[src/rtl/target_reset_sequencer.sv]
// Target reset sequencer: on a reset request it holds the target in reset
// for HOLD_CYCLES and then waits SETTLE_CYCLES before reporting completion.
// Optional feature macro: RESET_TIMING_EN adds a boot-latency measurement
// from reset release to the first falling edge on the target's UART TX line.
module target_reset_sequencer #(
  parameter int unsigned SYSTEM_CLOCK   = 32000000,
  parameter int unsigned HOLD_CYCLES    = 3200,
  parameter int unsigned SETTLE_CYCLES  = 32000,
  parameter int unsigned TIMEOUT_CYCLES = 32000000
) (
  input  logic        clk,
  input  logic        rst,
  input  logic        trig_n,
  input  logic        target_rx,
  output logic        target_rst_n,
  output logic        busy,
  output logic        done,
  output logic [15:0] rst_count
`ifdef RESET_TIMING_EN
  ,
  output logic        t_valid,
  output logic [23:0] t_cycles
`endif
);

  localparam int unsigned CNT_MAX = (HOLD_CYCLES > SETTLE_CYCLES) ? HOLD_CYCLES : SETTLE_CYCLES;
  localparam int unsigned CNT_W   = $clog2(CNT_MAX + 1);
  localparam logic [CNT_W-1:0] HOLD_LOAD   = CNT_W'(HOLD_CYCLES - 1);
  localparam logic [CNT_W-1:0] SETTLE_LOAD = CNT_W'(SETTLE_CYCLES - 1);

  typedef enum logic [1:0] {
    IDLE   = 2'd0,
    HOLD   = 2'd1,
    SETTLE = 2'd2
  } state_t;

  state_t           state, state_next;
  logic [CNT_W-1:0] cnt, cnt_next;
  logic             seq_start;    // IDLE -> HOLD this cycle
  logic             seq_release;  // HOLD -> SETTLE this cycle
  logic             seq_finish;   // SETTLE -> IDLE this cycle

  // SYSTEM_CLOCK is informational only.
  logic [31:0] unused_cfg;
  assign unused_cfg = SYSTEM_CLOCK ^ TIMEOUT_CYCLES;

  // Next-state and phase-counter logic.
  always_comb begin
    // NOTE: every output of this block gets a default first so no latch is inferred.
    state_next  = state;
    cnt_next    = cnt;
    seq_start   = 1'b0;
    seq_release = 1'b0;
    seq_finish  = 1'b0;
    unique case (state)
      IDLE: begin
        if (!trig_n) begin
          state_next = HOLD;
          cnt_next   = HOLD_LOAD;
          seq_start  = 1'b1;
        end
      end
      HOLD: begin
        if (cnt == '0) begin
          state_next  = SETTLE;
          cnt_next    = SETTLE_LOAD;
          seq_release = 1'b1;
        end else begin
          cnt_next = cnt - 1'b1;
        end
      end
      SETTLE: begin
        if (cnt == '0) begin
          state_next = IDLE;
          seq_finish = 1'b1;
        end else begin
          cnt_next = cnt - 1'b1;
        end
      end
      default: state_next = IDLE;
    endcase
  end

  // State and phase-counter registers.
  always_ff @(posedge clk) begin
    // NOTE: sequential state uses non-blocking assignments; reset is sampled on the clock edge.
    if (!rst) begin
      state <= IDLE;
      cnt   <= '0;
    end else begin
      state <= state_next;
      cnt   <= cnt_next;
    end
  end

  // Registered outputs, decoded from the next state so they line up with it.
  always_ff @(posedge clk) begin
    if (!rst) begin
      target_rst_n <= 1'b1;
      busy         <= 1'b0;
      done         <= 1'b0;
      rst_count    <= '0;
    end else begin
      target_rst_n <= (state_next != HOLD);
      busy         <= (state_next != IDLE);
      done         <= seq_finish;
      if (seq_start) rst_count <= rst_count + 16'd1;
    end
  end

`ifdef RESET_TIMING_EN
  // The measurement counter is 24 bits; clamp the limit so FFFFFF stays the timeout marker.
  localparam int unsigned TIMEOUT_EFF  = (TIMEOUT_CYCLES > 32'hFFFFFE) ? 32'hFFFFFE : TIMEOUT_CYCLES;
  localparam logic [23:0] TIMEOUT_LAST = 24'(TIMEOUT_EFF - 1);

  logic        rx_meta, rx_sync, rx_prev;
  logic        rx_fall;
  logic        meas_on;
  logic [23:0] meas_cnt;

  assign rx_fall = rx_prev & ~rx_sync;

  // Synchronize target_rx and time release-to-first-falling-edge.
  always_ff @(posedge clk) begin
    if (!rst) begin
      rx_meta  <= 1'b1;
      rx_sync  <= 1'b1;
      rx_prev  <= 1'b1;
      meas_on  <= 1'b0;
      meas_cnt <= '0;
      t_valid  <= 1'b0;
      t_cycles <= '0;
    end else begin
      rx_meta <= target_rx;
      rx_sync <= rx_meta;
      rx_prev <= rx_sync;
      t_valid <= 1'b0;
      if (seq_start) begin
        meas_on <= 1'b0;
      end else if (seq_release) begin
        meas_on  <= 1'b1;
        meas_cnt <= '0;
      end else if (meas_on) begin
        if (rx_fall) begin
          t_cycles <= meas_cnt;
          t_valid  <= 1'b1;
          meas_on  <= 1'b0;
        end else if (meas_cnt == TIMEOUT_LAST) begin
          t_cycles <= 24'hFFFFFF;
          t_valid  <= 1'b1;
          meas_on  <= 1'b0;
        end else begin
          meas_cnt <= meas_cnt + 24'd1;
        end
      end
    end
  end
`else
  // Without the measurement, target_rx and the release event have no load.
  logic unused_rx;
  assign unused_rx = target_rx ^ seq_release;
`endif

endmodule

[config.mk]
export PLATFORM = sky130hd
export DESIGN_NAME = target_reset_sequencer
export DESIGN_NICKNAME = d
export VERILOG_FILES = /design/src/rtl/target_reset_sequencer.sv
export SDC_FILE = /design/constraint.sdc
export NUM_CORES = 1
export LEC_CHECK = 0
export BUFFER_PORTS_ARGS = -buffer_cell sky130_fd_sc_hd__buf_2
export CORE_MARGIN = 2
export CORE_UTILIZATION = 60
export DETAILED_ROUTE_END_ITERATION = 10
export PLACE_DENSITY = 0.89
export SYNTH_ARGS = -nofsm -noshare
export SYNTH_HDL_FRONTEND = slang
export SYNTH_SLANG_ARGS = --single-unit
[constraint.sdc]
create_clock -name clk -period 4.2 [get_ports clk]
set_clock_uncertainty 0.15 [all_clocks]
set_input_delay 0.21 -clock clk [delete_from_list [all_inputs] [get_ports clk]]
set_output_delay 0.21 -clock clk [all_outputs]
set_load 0.05 [all_outputs]
==> summary.md <==
| Metric | Value |
|---|---|
| Status | `finished, final reports clean` |
| Drc violations | `0` |
| Critical Path Fanout Max | `18` |
| Worst Setup End Kind | `flip-flop` |
| Yosys top cell area share | `35.19%` |
| Share of cells above drive strength 1 | `17.37%` |
| PD cells | `367.8 nW/µm²` |
| Routed WL per cell | `14.75 µm` |
| Commonest cells after routing, fill and taps aside | `dfxtp_1 (36), buf_2 (21), nor2_1 (20)` |
| Largest family of logic cells by synthesized area | `simple AND/OR/NAND/NOR gates` |
| Least-Margin Pin Slew | `0.8759 ns` |
| ANT nets after route | `0` |
| Slew Limit Fails | `0` |
| Cell taking the most area after synthesis | `dfxtp_1` |
| IO Pins | `23` |
| H-Tree Depth | `2` |
| Critical Path Max Stage Delay | `0.81 ns` |
| Setup-failing EPs final | `0` |
| Routed vias/inst | `6.220` |
| Clk root buf | `clkbuf_4` |
| Multiplexer area fraction after synthesis | `1.955%` |
| Die H | `62.43 µm` |
| Final Hold Violating Endpoints | `0` |
| Post-synthesis simple-gate area fraction | `28.28%` |
| Initial antenna violation count | `0` |
| Final hold slack | `0.1128 ns` |
| TritonRoute pass-1 iters | `5` |
| Nets | `269` |
| CP max-delay cell | `nor4_4` |
| Area growth syn-to-layout | `8.858%` |
| Slew margin rel. | `41.17%` |
| Data required, critical path | `4.32 ns` |
| CTS Buf Count | `5` |
| FF+latch area | `720.7 µm²` |
| GRT Resource Usage Total | `24.67%` |
| Hold Path Class | `input port to flip-flop` |
| Clock latency on the worst-skew pair | `0.36 ns` |
| Max VDD drop | `0.0002733 V` |
| RSZ-0062 raised after global routing | `false` |
| Max Cap Viol | `0` |
| Initial Utilization | `61.87%` |
| Grt total ovfl | `0` |
| Largest net degree at the start of global routing | `21` |
| Site Rows | `21` |
| CP Cell Sequence | `nor4_4 -> and4_1 -> o21ai_2 -> o221ai_1` |
| Startpoint Class | `flip-flop` |
| Vias | `1897` |
| Core area | `3311 µm²` |
| Top cells by area, synth | `dfxtp_1 (35%), ha_1 (4.3%), nand4_1 (4.0%), nor2_1 (3.7%), nand2_1 (3.3%)` |
| Clock sink count | `36` |
| Yosys cell types | `56` |
| Compound-Gate Fraction of Synth Area | `20.16%` |
| Synthesized area | `2048 µm²` |
| Syn avg cell area | `8.642 µm²` |
| CTS tree | `built` |
| Fin crit period | `2.358 ns` |
| Setup CP Type | `flip-flop to flip-flop` |
| Leakage Power | `0.0008678 µW` |
| Port buffer count | `21` |
| Die width | `62.43 µm` |
| First-pass GRT wire length | `7.728 mm` |
| Drt initial violations | `110` |
| Yosys reg bits | `36` |
| Routed wire length | `4.498 mm` |
| Post-cts sizing count | `0` |
| Synth Area in XOR/XNOR | `4.704%` |
| Hold Buf Count CTS | `0` |
| Number of global-route vias before repair | `1767` |
| Routability cong. | `0.8606` |
| DP HPWL | `3.211 mm` |
| Commonest non-fill, non-tap cell in the layout | `dfxtp_1` |
| Final worst-path cycle share | `56.14%` |
| Postcts setup bufs | `0` |
| Final instance area | `2230 µm²` |
| Clock slew at reported path FFs | `0.10 ns` |
| Placed instance area | `2167 µm²` |
| Post-Synth Adder-Cell Area | `4.276%` |
| Area of the die | `3897 µm²` |
| CP arrival | `2.48 ns` |
| Multi-input gate area | `1216 µm²` |
| Fmax | `424.1 MHz` |
| Final TNS setup | `0 ns` |
| Net Count, Synth | `248` |
| Filler Cell Count | `291` |
| Synthesized instance count | `237` |
| Seq/Total Area, Yosys | `35.19%` |
| Longest Clk Path Bufs | `2` |
| Design Power | `820.1 µW` |
| Ant diodes | `0` |
| Yosys warning total | `0` |
cells in the mapped netlist, drive strengths merged:
cell type,number
dfxtp,36
nor2,20
nand2,18
inv,16
nand4,14
nand3,10
a21oi,9
nor4,9
o21ai,9
a31oi,7
ha,7
nor3,6
o211ai,6
xor2,6
buf,5
nand2b,5
xnor2,5
mux2i,4
o311ai,4
clkbuf,3
o221ai,3
a211oi,2
a21o,2
a221oi,2
a41oi,2
and3,2
and3b,2
and4,2
nor2b,2
nor3b,2
o21a,2
or4,2
a22oi,1
a41o,1
and2,1
and4b,1
nand4b,1
o2111ai,1
o21ba,1
o21bai,1
o221a,1
o22ai,1
o31ai,1
or2,1
or3,1
state kept, by name, indices dropped and copies added (netlist names):
signal,cells
done,1
rst_count,16
state,2
target_rst_n,1
cnt,15
busy,1
path summary, 6_finish.rpt:
path | from | to | slack (ns) | cells past startpoint
setup / recovery | cnt[6]$_SDFFE_PN0P_ | cnt[10]$_SDFFE_PN0P_ | 1.84 | 4
hold / removal | trig_n | target_rst_n$_SDFF_PN1_ | 0.11 | 3
setup reg to reg | cnt[6]$_SDFFE_PN0P_ | cnt[10]$_SDFFE_PN0P_ | 1.84 | 4
hold reg to reg | rst_count[15]$_SDFFE_PN0P_ | rst_count[15]$_SDFFE_PN0P_ | 0.33 | 2
cell type report:
type | count | area share (%)
repair buffers | 22 | 5.051
inverters | 16 | 2.694
clock buffers | 7 | 2.469
flip-flops and latches | 36 | 32.32
clock inverters | 1 | 0.3367
multi-input cells | 177 | 54.55
well taps | 46 | 2.581
per-stage QoR:
step / setup slack [ns] / utilization, % / instances
after floorplan: 2.223 / - / 237
after global placement: 1.961 / 65.46 / 297
after detailed placement: 1.911 / 65.46 / 297
after CTS: 1.905 / 67.35 / 305
after global routing: 1.626 / 67.35 / 305
final: 1.842 / 67.35 / 305
where the power goes:
| group | total (µW) | internal (µW) | leakage, µW | switching (µW) |
|---|---|---|---|---|
| Combinational | 224 | 75.8 | 0.000542 | 148 |
| Sequential | 396 | 366 | 0.000294 | 30.2 |
| Clock | 200 | 81.8 | 0.0000315 | 118 |
| Total | 820 | 524 | 0.000868 | 297 |
critical path, delay by kind of cell (launching register included):
family             cells  cell delay (ns)
and+or+nand+nor        2             1.36
AOI/OAI and AO/OA      2             0.38
DFF                    1             0.39
cells by family after synthesis:
group           count (synthesis)
simple gates                   99
fa+ha+maj                       7
flops                          36
buf+inv                        24
compound gates                 56
xor+xnor                       11
mux                             4
metal layers:
layer	part of all wire [%]	GRT usage (%)	up-vias	routed length (µm)
met4	2.4	12.22	0	110
met5	0	0	-	0
met1	44	29.85	878	2001
met3	6.0	5.586	12	272
li1	-	-	933	-
met2	47	41.26	74	2113
Power figures use the tool's default switching activity.
